### config.mk
export PLATFORM = sky130hd
export DESIGN_NAME = freelist
export DESIGN_NICKNAME = d
export VERILOG_FILES = /design/src/rtl/freelist.sv
export SDC_FILE = /design/constraint.sdc
export NUM_CORES = 1
export LEC_CHECK = 0
export BUFFER_PORTS_ARGS = -buffer_cell sky130_fd_sc_hd__buf_2
export CAP_MARGIN = 25
export CORE_AREA = 2 2 163 165
export CTS_CLUSTER_SIZE = 12
export DETAILED_ROUTE_END_ITERATION = 8
export DIE_AREA = 0 0 165 167
export HOLD_SLACK_MARGIN = 0.05
export PLACE_DENSITY = 0.66
export SLEW_MARGIN = 10
export SYNTH_ARGS = -nofsm -noshare
export SYNTH_HDL_FRONTEND = slang
export SYNTH_SLANG_ARGS = --single-unit
### constraint.sdc
create_clock -name i_clk -period 6.3 [get_ports i_clk]
set_input_delay 0.315 -clock i_clk [delete_from_list [all_inputs] [get_ports i_clk]]
set_output_delay 0.315 -clock i_clk [all_outputs]
set_load 0.05 [all_outputs]
### src/rtl/freelist.sv
// Circular free list of physical register tags: allocate at the head, return at the tail.
// Optional single-level head checkpoint/restore is built when FREELIST_CKPT_EN is defined.
module freelist #(
    parameter int WIDTH = 6,
    parameter int SIZE  = 32,
    parameter int FIRST = 32
) (
    input  logic                      i_clk,
    input  logic                      i_rst_n,
    output logic [WIDTH-1:0]          o_tag,
    output logic                      o_valid,
    input  logic                      i_alloc,
    input  logic                      i_free,
    input  logic [WIDTH-1:0]          i_free_tag,
    output logic [$clog2(SIZE):0]     o_count,
    output logic                      o_empty,
    output logic                      o_full,
    input  logic                      i_ckpt,
    input  logic                      i_restore
);
    localparam int IW = $clog2(SIZE);
    localparam int PW = IW + 1;

    logic [WIDTH-1:0] r_mem [SIZE];
    logic [PW-1:0]    r_head;
    logic [PW-1:0]    r_tail;
    logic [PW-1:0]    w_count;
    logic [PW-1:0]    w_head_inc;
    logic [PW-1:0]    w_head_nxt;
    logic             w_restore;
    logic             w_alloc_ok;
    logic             w_free_ok;

    assign w_count = r_tail - r_head;
    assign o_count = w_count;
    assign o_empty = (w_count == '0);
    assign o_full  = (w_count == PW'(SIZE));
    assign o_valid = !o_empty;
    assign o_tag   = r_mem[r_head[IW-1:0]];

    assign w_alloc_ok = i_alloc && !o_empty && !w_restore;
    // A simultaneous alloc frees a slot, so a free into a full list still fits.
    assign w_free_ok  = i_free && (!o_full || w_alloc_ok);
    assign w_head_inc = r_head + PW'(w_alloc_ok);

`ifdef FREELIST_CKPT_EN
    logic [PW-1:0] r_ckpt;

    assign w_restore  = i_restore;
    assign w_head_nxt = w_restore ? r_ckpt : w_head_inc;

    // Restore wins over a same-cycle checkpoint, leaving the saved head intact.
    always_ff @(posedge i_clk or negedge i_rst_n) begin
        if (!i_rst_n) begin
            r_ckpt <= '0;
        end else if (i_ckpt && !i_restore) begin
            r_ckpt <= w_head_inc;
        end
    end
`else
    logic w_unused;

    assign w_restore  = 1'b0;
    assign w_head_nxt = w_head_inc;
    assign w_unused   = i_ckpt ^ i_restore;
`endif

    always_ff @(posedge i_clk or negedge i_rst_n) begin
        if (!i_rst_n) begin
            r_head <= '0;
            r_tail <= PW'(SIZE);
        end else begin
            r_head <= w_head_nxt;
            if (w_free_ok) begin
                r_tail <= r_tail + PW'(1);
            end
        end
    end

    // Reset preloads every entry so the list comes up full of FIRST..FIRST+SIZE-1.
    always_ff @(posedge i_clk or negedge i_rst_n) begin
        if (!i_rst_n) begin
            for (int k = 0; k < SIZE; k++) begin
                r_mem[k] <= WIDTH'(FIRST + k);
            end
        end else if (w_free_ok) begin
            r_mem[r_tail[IW-1:0]] <= i_free_tag;
        end
    end
endmodule

==> results.json, run 1 <==
{
  "status": "complete, no violations",
  "place_congestion": 0.7994,
  "cts.sinks": 204,
  "period_share_pct": 63.84,
  "postCtsSetupRepairBufs": 0,
  "synth.area.top_cells": "dfstp_2 (29%), dfrtp_1 (22%), mux2_2 (20%)",
  "cp_top_family": "buffers and inverters",
  "dieArea_um2": 27560,
  "synth-edff-count": 0,
  "ir_drop_v": 0.0008281,
  "crit_buf_inv": 2,
  "avgRoutedWirePerCell_um": 20.68,
  "relSlewSlack_pct": 36.54,
  "grt_overflow": 0,
  "ant_nets": 0,
  "tightest_slew_ns": 0.9520,
  "synth_seq_cells": 204,
  "initial_core_util_pct": 39.33,
  "seq_area_frac_synth_pct": 51.77,
  "antenna_cells": 0,
  "yosysUniqueCellTypes": 39,
  "min_path_type": "in2reg",
  "period_needed_ns": 4.022,
  "syn_area_per_cell_um2": 15.61,
  "worstSetupStartpointType": "register",
  "cp_cell_sequence": "clkinv_1 > ha_1 > or3_1 > o32a_1 > a2111o_2 > buf_12 > nand3_1 > mux2_2",
  "ctsHoldBuffers": 1,
  "yosys.area.top_type": "dfstp_2",
  "die_x_um": 165,
  "firstDrtPassIters": 6,
  "cts_made_buffers": 22,
  "wl_um": 21010,
  "dp_hpwl_um": 13870,
  "arrival_ns": 4.39,
  "crit_type": "reg2reg",
  "final_cell_mix": "mux2_2 (178), dfstp_2 (113), dfrtp_1 (89)",
  "fin_setup_tns_ns": 0,
  "pre_cts_slack_ns": 1.929,
  "finalSetupViolations": 0,
  "vias": 5541,
  "synth_warnings": 0,
  "io_pins": 27,
  "clkTransAtPathRegs_ns": 0.06,
  "fmax_mhz": 248.7,
  "antenna_found_initial": 0,
  "port_buffers": 24,
  "synth_nets": 673,
  "synth_top_area_share_pct": 29.30,
  "critical_path_required_ns": 6.67,
  "die_h_um": 167,
  "synthArstFlopShare_pct": 100.0,
  "dr.first_iter.drc_count": 335,
  "area.growth.synth_to_final_pct": 10.99,
  "core-area_um2": 25760,
  "layout_commonest_cell": "mux2_2",
  "num-nets-final": 689,
  "setup_ws_ns": 2.278,
  "drv_slew": 0,
  "drive_gt1_share_pct": 64.61,
  "leakage_uw": 0.004630,
  "row_count": 59,
  "clock-root-buffer": "clkbuf_16",
  "power_density_nw_per_um2": 562.9,
  "crit_fanout": 22,
  "rsz0062_at_grt": "false",
  "slowest_stage": "a2111o_2",
  "htree_num_levels": 1,
  "cts_resized": 0,
  "cts_buffer_depth": 3,
  "netlist_instances": 649,
  "end_kind": "register",
  "vias_per_cell": 5.454,
  "first_global_vias": 6116,
  "grt_max_degree": 93,
  "synth_ff_type": "dfstp_2",
  "max_stage_delay_ns": 0.67,
  "synth_area_um2": 10130,
  "clock_latency_ns": 0.50,
  "cts_tree": "yes",
  "cap_violations": 0,
  "drc": 0,
  "grt_pass1_wl_um": 33730,
  "hold_viol": 0,
  "globalRouteTotalUtil_pct": 15.73,
  "skew_ns": 0.02106
}
-- worst paths after layout --
kind / startpoint / endpoint / slack (ns) / cells past startpoint
worst max-delay path: r_head[3] / r_mem[19] / 2.28 / 8
worst min-delay path: i_free / r_tail[0] / 0.16 / 3
worst max register to register: r_head[3] / r_mem[19] / 2.28 / 8
worst min register to register: r_mem[114] / r_mem[114] / 0.49 / 1
max in group asynchronous: i_rst_n / r_mem[18] / 4.57 / 3
min in group asynchronous: i_rst_n / r_mem[57] / 0.42 / 2
-- through the flow --
step	utilization [%]	power, µW	hold slack (ns)	instances	area, µm²
after floorplan	-	4483	0.01941	649	10130
after global placement	40.97	5038	0.4113	973	10560
after detailed placement	40.97	5172	0.4317	973	10560
after CTS	43.56	6369	0.1522	1014	11220
after global routing	43.66	6684	0.1821	1016	11250
final	43.66	6331	0.1572	1016	11250
-- sequential cells by signal, indices dropped and copies added (netlist names) --
register and count:
r_head 6, r_mem 192, r_tail 6
-- layer usage --
metal	track usage [%]	up-vias	routed length, µm
li1	-	2463	-
met1	21.34	2966	9448
met2	26.52	86	10470
met3	1.793	26	673
met4	4.650	0	414
met5	0	-	0
-- final cells by class --
cell class                 count  area (µm²)
clock buffer                  34       626.9
clock inverter                 6       30.03
fill                        2246       14520
inverter                      10       37.54
multi-input combinational    390        4643
sequential                   204        5251
tap                          335       419.2
timing repair buffer          37       239.0
-- where the power goes --
group | total (µW) | internal (µW) | switching [µW]
combinational | 2700 | 1240 | 1460
sequential | 2450 | 2060 | 390
clock | 1180 | 684 | 498
-- worst reg2reg max path, cell delays in order, from the launching register on --
cell,delay (ns)
dfrtp_1,0.45
clkinv_1,0.66
ha_1,0.55
or3_1,0.41
o32a_1,0.21
a2111o_2,0.67
buf_12,0.26
nand3_1,0.32
mux2_2,0.38
-- logic make-up after synthesis --
group | share of synthesized area (%)
mux | 34.36
flops | 51.77
simple gates | 7.779
buf+inv | 2.420
compound gates | 0.9879
xor+xnor | 1.124
fa+ha+maj | 1.556
-- Yosys cell counts (4+ instances only) --
cell      instances
dfstp_2         113
mux2_2          178
xnor2_1           9
inv_1             9
buf_2             7
and2_1            7
nand2_1          22
nand3_1          12
xor2_1            4
nand3_4          25
ha_1             11
clkbuf_1         33
nor3_1            6
dfrtp_1          91
buf_6             4
mux2i_1           7
mux2_1           15
nor2_1           10
mux4_2           55
Power figures use the tool's default switching activity.
==> run 2, diff against run 1 <==
PLACE_DENSITY = 0.68   (was 0.66)
clock period = 3.5 ns   (was 6.3 ns; I/O delays follow)
==> run 2 against run 1 <==
Effect of this change:
- setup slack lost 2.1 ns
- largest power group unchanged
- non-clock buffer count grew 11
- critical endpoint is now o_tag[0]
- count of clock-buffer cells in the layout grew 2
==> results.json, run 2 (synthesis gave the netlist of run 1 again) <==
{
  "dr.first_iter.drc_count": 358,
  "vias": 5546,
  "clock_power_share_pct": 18.8,
  "cts_tree": "yes",
  "io_pins": 27,
  "period_needed_ns": 3.305,
  "crit_fanout": 29,
  "layout_commonest_cell": "mux2_2",
  "skew_ns": 0.009945,
  "leakage_uw": 0.004700,
  "grt_pass1_wl_um": 34470,
  "p_int_uw": 7312,
  "fmax_mhz": 302.6,
  "dp_hpwl_um": 14160,
  "p_comb_share_pct": 44.6,
  "min_path_type": "in2reg",
  "hold_viol": 0,
  "grt_max_degree": 113,
  "regMostFlops": "r_mem",
  "end_kind": "output pin",
  "finalSetupViolations": 0,
  "ant_nets": 0,
  "critical_path_required_ns": 3.32,
  "crit_type": "reg2out",
  "drive_gt1_share_pct": 65.32,
  "arrival_ns": 3.13,
  "sw_frac_of_total_pct": 36.90,
  "clkTransAtPathRegs_ns": 0.06,
  "firstDrtPassIters": 5,
  "vias_per_cell": 5.400,
  "port_buffers": 24,
  "relSlewSlack_pct": 38.95,
  "clock_latency_ns": 0.50,
  "antenna_cells": 0,
  "wl_um": 21240,
  "avgRoutedWirePerCell_um": 20.68,
  "drc": 0,
  "core-area_um2": 25760,
  "die_h_um": 167,
  "top_regs": "r_mem (192), r_head (6), r_tail (6)",
  "cts_made_buffers": 22,
  "dieArea_um2": 27560,
  "ir_drop_v": 0.001605,
  "num-nets-final": 700,
  "antenna_found_initial": 0,
  "status": "complete, no violations",
  "cts.sinks": 204,
  "postCtsSetupRepairBufs": 0,
  "cap_violations": 0,
  "htree_num_levels": 1,
  "p_switching_uw": 4276,
  "largest_register_ffs": 192,
  "p_seq_share_pct": 36.6,
  "area.growth.synth_to_final_pct": 12.29,
  "die_x_um": 165,
  "globalRouteTotalUtil_pct": 16.05,
  "rsz0062_at_grt": "false",
  "drv_slew": 0,
  "power_density_nw_per_um2": 1018,
  "cts_buffer_depth": 3,
  "row_count": 59,
  "n_fill_cell": 2210,
  "fin_area_um2": 11380,
  "tightest_slew_ns": 0.9158,
  "clock-root-buffer": "clkbuf_16",
  "period_share_pct": 94.42,
  "initial_core_util_pct": 39.33,
  "worstSetupStartpointType": "register",
  "final_cell_mix": "mux2_2 (178), dfstp_2 (113), dfrtp_1 (89)",
  "fin_setup_tns_ns": 0,
  "placed_area_um2": 10650,
  "grt_overflow": 0,
  "place_congestion": 0.8727,
  "first_global_vias": 6093
}
run 2: changes by cell type in the layout (fill, tap and decap cells not counted), sizes merged:
cell,before,now
dlygate4sd3,1,3
clkbuf,35,37
clkinv,7,5
buf,35,44
run 2: critical path, stage by stage, from the launching register on:
cell and delay (ns):
dfrtp_4 0.41, buf_6 0.33, buf_8 0.37, mux4_2 0.58, mux4_2 0.51, nand2_1 0.10, nand2_1 0.08, buf_2 0.22
run 2: routing by layer:
layer	share of wire (%)	GRT usage [%]
met5	0	0
met4	1.8	3.856
met3	4.2	2.466
met2	50	26.92
met1	44	21.86
run 2: what timing repair did:
action                                  4_1_cts  5_1_grt
hold endpoints to repair                     59        0
resized for setup                             2        1
endpoints found under the setup margin        6        5
hold buffers                                  3        0
run 2: power groups by stage:
| stage | Clock [µW] | Sequential (µW) | Combinational, µW |
|---|---|---|---|
| after floorplan | 0 | 4030 | 4080 |
| after global placement | 0 | 4160 | 5040 |
| after detailed placement | 0 | 4270 | 5160 |
| after CTS | 2240 | 4230 | 5190 |
| after global routing | 2340 | 4370 | 5520 |
| final | 2180 | 4240 | 5160 |
run 2: path summary, 6_finish.rpt:
check                              start    endpoint  slack [ns]  cells past startpoint
setup / recovery               r_head[0]    o_tag[0]        0.20                      7
hold / removal             i_free_tag[5]  r_mem[131]        0.30                      2
setup reg to reg               r_tail[0]  r_mem[170]        0.21                     10
hold reg to reg               r_mem[118]  r_mem[118]        0.49                      1
max in group asynchronous        i_rst_n   r_mem[48]        2.12                      3
min in group asynchronous        i_rst_n   r_mem[18]        0.31                      2
run 2: area by class of cell:
cell class	count	area (µm²)	area share, %
clock buffer	36	664.4	5.839
clock inverter	4	20.02	0.1759
inverter	10	37.54	0.3299
multi-input combinational	390	4658	40.94
sequential	204	5251	46.15
tap	335	419.2	3.684
timing repair buffer	48	327.8	2.881
run 2: metrics by stage:
step / instances / power (µW) / hold WS (ns) / worst slack (ns) / utilization (%)
2_1_floorplan: 649 / 8108 / -0.1206 / 0.04743 / -
6_report: 1027 / 11590 / 0.2966 / 0.1955 / 44.16
3_3_place_gp: 984 / 9196 / 0.3266 / 0.3031 / 41.35
5_1_grt: 1027 / 12230 / 0.3343 / 0.01111 / 44.16
4_1_cts: 1027 / 11670 / 0.2915 / 0.01800 / 44.15
3_5_place_dp: 984 / 9433 / 0.3413 / 0.2309 / 41.35
==> run 3, diff against run 2 <==
PLACE_DENSITY = 0.53   (was 0.68)
SLEW_MARGIN = unset   (was 10)
==> run 3 against run 2 <==
Effect of this change:
- clock skew is 0.012 ns higher
- total power up 1.0%
- register-to-register slack lost 0.10 ns
- cell area rose by 0.38%
- largest cell class unchanged
- clock power grew 5%
- first-iteration DRC count fell by 8.9%
- sequential power hardly changed
- setup slack got worse by 0.088 ns
- utilization rose by 0.17 points
- critical path depth rose by 3
- final cell count is 0.19% lower
==> results.json, run 3 (synthesis gave the netlist of run 1 again) <==
{
  "top_regs": "r_mem (192), r_head (6), r_tail (6)",
  "n_fill_cell": 2229,
  "grt_pass1_wl_um": 36280,
  "dp_hpwl_um": 14390,
  "fmax_mhz": 294.8,
  "critical_path_required_ns": 3.87,
  "slowest_stage": "fa_1",
  "die_h_um": 167,
  "crit_type": "reg2reg",
  "drv_slew": 0,
  "holdWs_ns": 0.3153,
  "drive_gt1_share_pct": 64.93,
  "htree_num_levels": 1,
  "ant_nets": 0,
  "status": "complete, no violations",
  "postCtsSetupRepairBufs": 0,
  "antenna_cells": 0,
  "vias_per_cell": 5.447,
  "worstSetupStartpointType": "register",
  "grt_max_degree": 108,
  "port_buffers": 24,
  "arrival_ns": 3.76,
  "power_density_nw_per_um2": 1025,
  "io_pins": 27,
  "max_stage_delay_ns": 0.51,
  "avgRoutedWirePerCell_um": 21.90,
  "dr.first_iter.drc_count": 326,
  "regMostFlops": "r_mem",
  "end_kind": "register",
  "cts_tree": "yes",
  "cp_top_family": "adder cells",
  "largest_register_ffs": 192,
  "die_x_um": 165,
  "min_path_type": "in2reg",
  "setup_ws_ns": 0.1078,
  "grt_overflow": 0,
  "cp_cell_sequence": "inv_1 > ha_1 > fa_1 > inv_1 > nor4_1 > mux2i_1 > a2111o_2 > buf_12 > nand3_1 > mux2_2",
  "core-area_um2": 25760,
  "place_congestion": 0.8020,
  "first_global_vias": 6045,
  "leakage_uw": 0.004712,
  "firstDrtPassIters": 4,
  "final_cell_mix": "mux2_2 (178), dfstp_2 (113), dfrtp_1 (89)",
  "crit_fanout": 37,
  "clkTransAtPathRegs_ns": 0.06,
  "cts_made_buffers": 23,
  "row_count": 59,
  "rsz0062_at_grt": "true",
  "crit_buf_inv": 3,
  "tightest_slew_ns": 0.8976,
  "dieArea_um2": 27560,
  "vias": 5583,
  "area.growth.synth_to_final_pct": 12.72,
  "cts_buffer_depth": 3,
  "period_needed_ns": 3.392,
  "cts.sinks": 204,
  "cap_violations": 0,
  "relSlewSlack_pct": 40.16,
  "clock_latency_ns": 0.50,
  "layout_commonest_cell": "mux2_2",
  "clock-root-buffer": "clkbuf_16",
  "ir_drop_v": 0.001488,
  "pre_cts_slack_ns": 0.1335,
  "antenna_found_initial": 0,
  "drc": 0,
  "period_share_pct": 96.92,
  "crit_top_cell": "inv_1",
  "globalRouteTotalUtil_pct": 17.22,
  "initial_core_util_pct": 39.33,
  "wl_um": 22450,
  "num-nets-final": 698,
  "finalSetupViolations": 0,
  "totalPowerFinal_uw": 11710,
  "skew_ns": 0.02174,
  "hold_viol": 0
}
run 3: worst paths after layout:
kind	slack, ns	depth (start not counted)	endpoint	start
worst max-delay path	0.11	10	r_mem[13]	r_tail[0]
min in group asynchronous	0.37	2	r_mem[13]	i_rst_n
worst max register to register	0.11	10	r_mem[13]	r_tail[0]
max in group asynchronous	2.25	3	r_mem[125]	i_rst_n
worst min-delay path	0.32	2	r_mem[113]	i_free_tag[5]
worst min register to register	0.49	1	r_mem[112]	r_mem[112]
run 3: final cells by class:
| type | count | area (µm²) | area share, % |
|---|---|---|---|
| flip-flops and latches | 204 | 5251 | 45.97 |
| repair buffers | 45 | 344.1 | 3.012 |
| clock inverters | 3 | 40.04 | 0.3505 |
| multi-input cells | 390 | 4658 | 40.78 |
| inverters | 10 | 37.54 | 0.3286 |
| clock buffers | 38 | 671.9 | 5.882 |
| well taps | 335 | 419.2 | 3.670 |
run 3: stage by stage:
stage / TNS (ns) / util (%) / instances / cell area, µm²
detailed placement: 0 / 41.46 / 981 / 10680
global placement: 0 / 41.46 / 981 / 10680
CTS: 0 / 44.33 / 1025 / 11420
floorplan: 0 / - / 649 / 10150
global route: -1.175 / 44.33 / 1025 / 11420
finish: 0 / 44.33 / 1025 / 11420
run 3: per-layer routing:
metal  up-vias  GRT usage (%)  wire [µm]  share of wire (%)
li1       2469              -          -                  -
met1      3006          24.82      10610                 47
met2        82          27.81      10700                 48
met3        26          2.516        815                3.6
met4         0          3.440        316                1.4
met5         -              0          0                  0
run 3: power breakdown:
| part | switching (µW) | internal (µW) |
|---|---|---|
| Combinational | 2890 | 2320 |
| Sequential | 503 | 3700 |
| Clock | 910 | 1370 |
run 3: repair_timing:
action | in CTS | in global routing
endpoints found under the setup margin | 0 | 38
hold buffers | 3 | 0
endpoints found under the hold margin | 43 | 0
gates resized for setup | 0 | 0
